===== src/rtl/uart_rx_cfg.sv =====
// Oversampled UART receiver with run-time parity and a one-word valid/ready output register.
// Latency: word registered one clk after the mid-bit sample of the last stop bit; a word that completes while the held word is unaccepted is dropped and flagged as overrun.
module uart_rx_cfg #(
    parameter int Oversample = 16,
    parameter int DataBits   = 8,
    parameter int StopBits   = 1
) (
    input  logic                i_clk,
    input  logic                i_reset,
    input  logic                i_en,
    input  logic                i_in,
    input  logic [1:0]          i_parity_mode,
    output logic [DataBits-1:0] o_data,
    output logic                o_valid,
    input  logic                i_ready,
    output logic                o_parity_err,
    output logic                o_frame_err,
    output logic                o_brk,
    output logic                o_overrun,
    output logic                o_busy
);

    localparam int CW = $clog2(Oversample);
    localparam int BW = $clog2(DataBits + 1);
    localparam logic [CW-1:0] CNT_TOP = CW'(Oversample - 1);
    localparam logic [CW-1:0] CNT_MID = CW'(Oversample / 2 - 1);

    typedef enum logic [2:0] {
        S_IDLE, S_START, S_DATA, S_PARITY, S_STOP, S_WAIT_IDLE
    } state_t;

    state_t              r_state, w_state_nxt;
    logic                r_sync1, r_sync_in, r_sync_prev;
    logic [CW-1:0]       r_cnt;
    logic [BW-1:0]       r_bit_cnt;
    logic [DataBits-1:0] r_shift;
    logic [1:0]          r_par_mode;
    logic                r_perr, r_ferr, r_par_bit, r_stop0_low;
    logic [DataBits-1:0] r_data;
    logic                r_valid, r_perr_o, r_ferr_o, r_brk_o, r_overrun;

    logic w_start_det, w_mid, w_wrap, w_par_en, w_last_stop, w_complete;
    logic w_ferr_final, w_first_stop_low, w_brk, w_hs, w_load, w_drop;

    assign w_start_det      = i_en && r_sync_prev && !r_sync_in;
    assign w_mid            = i_en && (r_cnt == CNT_MID);
    assign w_wrap           = i_en && (r_cnt == '0);
    assign w_par_en         = (r_par_mode == 2'b01) || (r_par_mode == 2'b10);
    assign w_last_stop      = (r_bit_cnt == BW'(StopBits - 1));
    assign w_complete       = (r_state == S_STOP) && w_mid && w_last_stop;
    assign w_ferr_final     = r_ferr || !r_sync_in;
    // With one stop bit the first stop sample is the one being taken right now.
    assign w_first_stop_low = (r_bit_cnt == '0) ? !r_sync_in : r_stop0_low;
    assign w_brk            = (r_shift == '0) && (!w_par_en || !r_par_bit) && w_first_stop_low;
    assign w_hs             = r_valid && i_ready;
    assign w_load           = w_complete && (!r_valid || i_ready);
    assign w_drop           = w_complete && r_valid && !i_ready;

    always_ff @(posedge i_clk) begin
        if (i_reset) r_state <= S_IDLE;
        else         r_state <= w_state_nxt;
    end

    always_comb begin
        w_state_nxt = r_state;
        case (r_state)
            S_IDLE:      if (w_start_det) w_state_nxt = S_START;
            S_START: begin
                if (w_mid && r_sync_in) w_state_nxt = S_IDLE;
                else if (w_wrap)        w_state_nxt = S_DATA;
            end
            S_DATA:      if (w_wrap && (r_bit_cnt == BW'(DataBits)))
                             w_state_nxt = w_par_en ? S_PARITY : S_STOP;
            S_PARITY:    if (w_wrap) w_state_nxt = S_STOP;
            S_STOP:      if (w_complete) w_state_nxt = w_ferr_final ? S_WAIT_IDLE : S_IDLE;
            S_WAIT_IDLE: if (i_en && r_sync_in) w_state_nxt = S_IDLE;
            default:     w_state_nxt = S_IDLE;
        endcase
    end

    always_comb begin
        o_busy       = (r_state != S_IDLE);
        o_data       = r_data;
        o_valid      = r_valid;
        o_parity_err = r_perr_o;
        o_frame_err  = r_ferr_o;
        o_brk        = r_brk_o;
        o_overrun    = r_overrun;
    end

    always_ff @(posedge i_clk) begin
        if (i_reset) begin
            r_sync1     <= 1'b1;
            r_sync_in   <= 1'b1;
            r_sync_prev <= 1'b1;
            r_cnt       <= CNT_TOP;
            r_bit_cnt   <= '0;
            r_shift     <= '0;
            r_par_mode  <= 2'b00;
            r_perr      <= 1'b0;
            r_ferr      <= 1'b0;
            r_par_bit   <= 1'b0;
            r_stop0_low <= 1'b0;
        end else begin
            r_sync1   <= i_in;
            r_sync_in <= r_sync1;
            if (i_en) begin
                r_sync_prev <= r_sync_in;
                r_cnt <= (r_state == S_IDLE || r_cnt == '0) ? CNT_TOP : r_cnt - CW'(1);
                case (r_state)
                    S_IDLE: if (w_start_det) begin
                        r_par_mode <= i_parity_mode;
                        r_perr     <= 1'b0;
                        r_ferr     <= 1'b0;
                    end
                    S_START: if (w_mid) r_bit_cnt <= '0;
                    S_DATA: begin
                        if (w_mid) begin
                            r_shift   <= {r_sync_in, r_shift[DataBits-1:1]};
                            r_bit_cnt <= r_bit_cnt + BW'(1);
                        end else if (w_wrap && (r_bit_cnt == BW'(DataBits))) begin
                            r_bit_cnt <= '0;
                        end
                    end
                    S_PARITY: if (w_mid) begin
                        r_par_bit <= r_sync_in;
                        r_perr    <= r_sync_in != ((^r_shift) ^ (r_par_mode == 2'b10));
                    end
                    S_STOP: if (w_mid) begin
                        if (!r_sync_in)        r_ferr      <= 1'b1;
                        if (r_bit_cnt == '0)   r_stop0_low <= !r_sync_in;
                        r_bit_cnt <= r_bit_cnt + BW'(1);
                    end
                    default: ;
                endcase
            end
        end
    end

    // Output register runs every clk so the consumer handshake does not depend on en.
    always_ff @(posedge i_clk) begin
        if (i_reset) begin
            r_data    <= '0;
            r_valid   <= 1'b0;
            r_perr_o  <= 1'b0;
            r_ferr_o  <= 1'b0;
            r_brk_o   <= 1'b0;
            r_overrun <= 1'b0;
        end else begin
            if (w_load) begin
                r_data   <= r_shift;
                r_perr_o <= r_perr;
                r_ferr_o <= w_ferr_final;
                r_brk_o  <= w_brk;
                r_valid  <= 1'b1;
            end else if (w_hs) begin
                r_valid  <= 1'b0;
            end
            if (w_hs)        r_overrun <= 1'b0;
            else if (w_drop) r_overrun <= 1'b1;
        end
    end

endmodule


===== config.mk =====
export PLATFORM = sky130hd
export DESIGN_NAME = uart_rx_cfg
export DESIGN_NICKNAME = d
export VERILOG_FILES = /design/src/rtl/uart_rx_cfg.sv
export SDC_FILE = /design/constraint.sdc
export NUM_CORES = 1
export LEC_CHECK = 0
export CAP_MARGIN = 30
export CORE_MARGIN = 2
export CORE_UTILIZATION = 45
export CTS_CLUSTER_SIZE = 28
export DETAILED_ROUTE_END_ITERATION = 12
export MAX_ROUTING_LAYER = met4
export PLACE_DENSITY = 0.65
export REMOVE_ABC_BUFFERS = 1
export SYNTH_ARGS = -nofsm -noshare
export SYNTH_HDL_FRONTEND = slang
export SYNTH_SLANG_ARGS = --single-unit

===== constraint.sdc =====
create_clock -name i_clk -period 2.2 [get_ports i_clk]
set_input_delay 0.22 -clock i_clk [delete_from_list [all_inputs] [get_ports i_clk]]
set_output_delay 0.22 -clock i_clk [all_outputs]
set_load 0.05 [all_outputs]

==> impl_metrics.env, run 1 <==
export IMPL_yosys_area_share_simple=0.255
export IMPL_cts_sinks=41
export IMPL_num_io_pins=21
export IMPL_period_share=0.928
export IMPL_dieArea_sq_um=5380
export IMPL_synth_xor_area_frac=0.0405
export IMPL_hold_path_class="register to register"
export IMPL_final_nets=283
export IMPL_power_density_nw_per_um2=623
export IMPL_critPathTopFamily="buffers and inverters"
export IMPL_utilization=0.538
export IMPL_seq_area_frac_synth=0.379
export IMPL_synth_edff_count=0
export IMPL_root_buffer="clkbuf_8"
export IMPL_path_cells="buf_4 -> or3_1 -> clkdlybuf4s50_1"
export IMPL_critPathBufInv=2
export IMPL_timing_final_ws_setup_ps=158
export IMPL_synth_area_sq_um=2160
export IMPL_areaGrowthSynthToFinish_pct=16.6
export IMPL_route_detailed_drc=0
export IMPL_cts_htree_levels=2
export IMPL_hold_path_end="r_sync_in"
export IMPL_cp_max_fo=9
export IMPL_hp_start="r_sync1"
export IMPL_synth_common_cells="dfxtp_1, nor2_1, inv_1, mux2i_1, a21oi_1"
export IMPL_synthTopCellsByArea="dfxtp_1, mux2i_1, ha_1, nor2_1, a21oi_1"
export IMPL_clkSlewWorstSetupHoldPaths_ps=80
export IMPL_cts_made_buffers=5
export IMPL_p_leak_nw=1.03
export IMPL_diodes=0
export IMPL_portBuffers=20
export IMPL_worst_pin_slew_ps=600
export IMPL_ff2ff_setup_slack_ps=310
export IMPL_insertion_delay_ps=290
export IMPL_placementRows=25
export IMPL_dp_slack_ps=118
export IMPL_endpoint_kind="output pin"
export IMPL_grt_overflow=0
export IMPL_fmax_ghz=0.490
export IMPL_first_pass_iters=4
export IMPL_grt_setup_unrepaired="false"
export IMPL_grtUsageTotal=0.176
export IMPL_cp_slowest_cell="clkdlybuf4s50_1"
export IMPL_yosys_cell_types_count=49
export IMPL_start_util=0.461
export IMPL_cts_buffer_depth=2
export IMPL_ctsResizeCount=0
export IMPL_r2r_start="r_cnt[0]"
export IMPL_synth_compound_area_frac=0.117
export IMPL_worst_setup_path_type="register to output pin"
export IMPL_synthAdderAreaFrac=0.0578
export IMPL_yosys_cell_count_top_type="dfxtp_1"
export IMPL_ys_warn_count=0
export IMPL_required_ps=1980
export IMPL_max_slew_margin=0.599
export IMPL_tritoncts="built"
export IMPL_outcome="completed"
export IMPL_finalPower_mw=1.57
export IMPL_synthMuxAreaShare=0.0792
export IMPL_gp_congestion=0.809
export IMPL_synthCells=244
export IMPL_grt_pass1_wl_um=7210
export IMPL_async_flop_share=0
export IMPL_grt_pass1_vias=1531
export IMPL_tns_ps=0
export IMPL_skew_ps=7.35
export IMPL_reg2regPathDepth=6
export IMPL_dp_hpwl_um=2950
export IMPL_vias=1690
export IMPL_maxSlewViolCount=0
export IMPL_cts_setup_buffers=0
export IMPL_start_kind="register"
export IMPL_ys_seq_elements=41
export IMPL_die_height_um=73.4
export IMPL_routed_wirelength_um=4230
export IMPL_maxCapViolations=0
export IMPL_hold_path_depth=1
export IMPL_yosysTopAreaCellShare=0.379
export IMPL_drive_gt1_frac=0.0977
export IMPL_syn_avg_cell_area_sq_um=8.87
export IMPL_hold_worst_slack_ps=417
export IMPL_synth_top_family_by_area="simple AND/OR/NAND/NOR gates"
export IMPL_coreArea_sq_um=4690
export IMPL_worst_path_largest_cell_delay_ps=700
export IMPL_peakVddDrop_uv=435
export IMPL_fp_dieW_um=73.4
export IMPL_synth_ff_type="dfxtp_1"
export IMPL_synth_area_leader_cell="dfxtp_1"
export IMPL_cp_arrival_ps=1820
export IMPL_holdBufCountCts=0
export IMPL_min_period_ps=2040
export IMPL_hold_violations=0
export IMPL_viasPerCell=5.28
export IMPL_antenna_found_initial=0
export IMPL_grt_max_degree=45
export IMPL_routedWlPerCell_um=13.2
export IMPL_r2r_end="r_state[1]"
export IMPL_setup_viol=0
export IMPL_drt_iter0_drc=97
export IMPL_antenna_left=0
-- cells in the final DEF, fill, tap and decap left out, types with 2 or more instances in the layout --
cell,instances
o21ai_0,6
nand4b_4,2
ha_1,10
nand3b_1,4
clkdlybuf4s50_1,20
buf_4,10
or2_2,2
a211o_1,2
inv_1,16
nand2_1,13
a211oi_1,2
dfxtp_1,41
o32ai_1,2
mux2i_1,16
a31oi_1,4
nand3_1,3
nor2_1,29
nor3_1,11
clkbuf_8,6
nor4b_1,3
nor2b_1,4
xor2_1,2
nand2b_1,8
or3b_1,2
a21oi_1,15
a311oi_1,2
xnor2_1,8
-- cell families after synthesis --
group,Yosys count
buffers and inverters,32
xor gates and xnor gates,10
DFF,41
and+or+nand+nor,94
adders and majority gates,10
AOI/OAI and AO/OA,40
muxes,17
-- report_power, final --
group	switching [mW]	leakage [nW]	internal, mW
combinational	0.165	0.659	0.125
clock	0.256	0.0433	0.248
sequential	0.0200	0.331	0.758
total	0.441	1.03	1.13
-- registers in the layout, indices dropped and copies added, names as in the netlist, 2 cells and up --
signal      count
o_data          8
r_bit_cnt       4
r_cnt           4
r_par_mode      2
r_shift         8
r_state         3
-- layout make-up --
| class | instances | area, sq um |
|---|---|---|
| Fill cell | 442 | 2170 |
| Multi-Input combinational cell | 171 | 1190 |
| Sequential cell | 41 | 821 |
| Timing Repair Buffer | 31 | 295 |
| Clock buffer | 6 | 82.6 |
| Tap cell | 54 | 67.6 |
| Inverter | 16 | 60.1 |
| Clock inverter | 1 | 7.51 |
-- metrics by stage --
step	cells	cell area, sq um
final	320	2520
after global routing	320	2520
after CTS	320	2520
after detailed placement	313	2430
after global placement	313	2430
after floorplan	228	2070
-- per-layer routing --
metal / GRT usage / vias to the layer above / wire (um)
met4: 0.0424 / 0 / 44
met5: - / - / 0
met1: 0.252 / 769 / 2190
li1: - / 885 / -
met3: 0.0412 / 5 / 196
met2: 0.252 / 31 / 1790
-- worst reg2reg max path: cells and delay by family (launching register included) --
family	cells	cell delay [ps]
AND/OR/NAND/NOR	1	240
flip-flops	1	400
adder cells (fa/ha/maj)	1	210
buffers and inverters	1	80
multiplexers	1	340
AO/OA/AOI/OAI	2	510
-- worst max path at each step --
stage | start | to | slack (ps) | cells after the start
finish | r_state[0] | o_busy | 160 | 3
global route | r_state[0] | o_busy | 90 | 3
CTS | r_state[0] | o_busy | 150 | 3
detailed placement | i_en | r_state[1] | 120 | 5
global placement | i_en | r_state[1] | 130 | 5
floorplan | r_state[2] | o_frame_err | 390 | 4
(Power assumes the default switching activity.)
==> run 2: changes to the inputs <==
==> constraint.sdc (replaced) <==
create_clock -name i_clk -period 2.2 [get_ports i_clk]
set_input_delay 0.66 -clock i_clk [delete_from_list [all_inputs] [get_ports i_clk]]
set_output_delay 0.66 -clock i_clk [all_outputs]
set_load 0.05 [all_outputs]
==> impl_metrics.env, run 2 (same netlist as run 1, synthesis figures left out) <==
export IMPL_outcome="completed"
export IMPL_portBuffers=20
export IMPL_skew_ps=5.64
export IMPL_peakVddDrop_uv=403
export IMPL_root_buffer="clkbuf_8"
export IMPL_max_slew_margin=0.659
export IMPL_final_cell_mix="dfxtp_1, nor2_1, buf_4"
export IMPL_cts_buffer_depth=2
export IMPL_grtUsageTotal=0.187
export IMPL_dieArea_sq_um=5380
export IMPL_period_share=0.969
export IMPL_tritoncts="built"
export IMPL_dp_cells=322
export IMPL_hold_violations=0
export IMPL_power_density_nw_per_um2=625
export IMPL_start_kind="register"
export IMPL_maxSlewViolCount=0
export IMPL_cts_made_buffers=5
export IMPL_cts_setup_buffers=0
export IMPL_cp_slowest_cell="clkdlybuf4s50_1"
export IMPL_path_cells="clkdlybuf4s50_1"
export IMPL_endpoint_kind="output pin"
export IMPL_grt_max_degree=45
export IMPL_required_ps=1540
export IMPL_r2r_start="r_state[2]"
export IMPL_cp_arrival_ps=1470
export IMPL_regArea_sq_um=821
export IMPL_gr_usage_met1=0.264
export IMPL_timing_final_ws_setup_ps=68.0
export IMPL_worst_pin_slew_ps=510
export IMPL_clkSlewWorstSetupHoldPaths_ps=80
export IMPL_fin_cells=330
export IMPL_diodes=0
export IMPL_crit_path_end="o_data[0]"
export IMPL_routedWlPerCell_um=13.0
export IMPL_antenna_found_initial=0
export IMPL_reg2regPathDepth=4
export IMPL_r2r_end="r_state[1]"
export IMPL_final_nets=292
export IMPL_placementRows=25
export IMPL_worst_setup_path_type="register to output pin"
export IMPL_dp_hpwl_um=3170
export IMPL_grt_setup_unrepaired="false"
export IMPL_num_io_pins=21
export IMPL_min_period_ps=2130
export IMPL_p_leak_nw=1.11
export IMPL_final_common_cell="dfxtp_1"
export IMPL_critPathBufInv=1
export IMPL_grt_busiest_layer="met1"
export IMPL_viasPerCell=5.32
export IMPL_worst_path_largest_cell_delay_ps=820
export IMPL_critPathTopFamily="buffers and inverters"
export IMPL_gr_usage_met2=0.258
export IMPL_areaGrowthSynthToFinish_pct=20.9
export IMPL_fmax_ghz=0.469
export IMPL_ff2ff_setup_slack_ps=340
export IMPL_cp_max_fo=2
export IMPL_hold_path_class="register to register"
export IMPL_cp_depth=1
export IMPL_dp_slack_ps=-221
export IMPL_grt_overflow=0
export IMPL_route_detailed_drc=0
export IMPL_cts_htree_levels=2
export IMPL_grt_util_met3=0.0412
export IMPL_routed_wirelength_um=4280
export IMPL_gp_congestion=0.824
export IMPL_insertion_delay_ps=300
export IMPL_cts_sinks=41
export IMPL_vias=1756
export IMPL_die_height_um=73.4
export IMPL_start_util=0.461
export IMPL_grt_pass1_wl_um=7610
export IMPL_coreArea_sq_um=4690
export IMPL_fp_dieW_um=73.4
export IMPL_multi_input_area_sq_um=1200
export IMPL_first_pass_iters=4
export IMPL_finalPower_mw=1.63
export IMPL_antenna_left=0
export IMPL_hold_worst_slack_ps=427
export IMPL_crit_start="o_data[0]"
export IMPL_drt_iter0_drc=96
export IMPL_tns_ps=0
export IMPL_nFillCells=432
export IMPL_setup_viol=0
export IMPL_grt_pass1_vias=1666
export IMPL_drive_gt1_frac=0.138
export IMPL_maxCapViolations=0
-- run 2: repair_timing --
item | CTS | global route
resized for setup | 0 | 2
hold buffers | 0 | 0
setup endpoints to repair | 0 | 3
-- run 2: area by class of cell --
type | count | area share
clock inverters | 2 | 0.00526
repair buffers | 40 | 0.143
clock buffers | 6 | 0.0316
flip-flops and latches | 41 | 0.314
inverters | 16 | 0.0230
well taps | 54 | 0.0258
multi-input cells | 171 | 0.457
-- run 2: power breakdown --
part,switching (mW),leakage (nW),internal (mW),total [mW]
sequential,0.0309,0.331,0.758,0.789
combinational,0.165,0.724,0.157,0.322
clock,0.268,0.0512,0.254,0.523
-- run 2: worst min-delay path by stage --
stage                 start        end  slack [ps]  depth (start not counted)
finish              r_sync1  r_sync_in         430                          1
global route        r_sync1  r_sync_in         450                          1
CTS                 r_sync1  r_sync_in         430                          1
detailed placement  r_sync1  r_sync_in         420                          1
global placement    r_sync1  r_sync_in         390                          1
floorplan           r_sync1  r_sync_in         390                          1
-- run 2: worst reg2reg max path, stage by stage (launching register included) --
cell     delay [ps]
dfxtp_1         540
or3b_1          540
o32ai_1         190
a211o_1         180
mux2_1          320
-- run 2: per-stage QoR --
stage / cell area [sq um] / utilization
floorplan: 2070 / -
global placement: 2510 / 0.535
detailed placement: 2510 / 0.535
CTS: 2610 / 0.556
global route: 2620 / 0.558
finish: 2620 / 0.558
-- run 2: per-layer routing --
layer	wire, um	part of all wire
met5	0	0
met4	87	0.020
met3	164	0.038
met2	1860	0.43
met1	2170	0.51
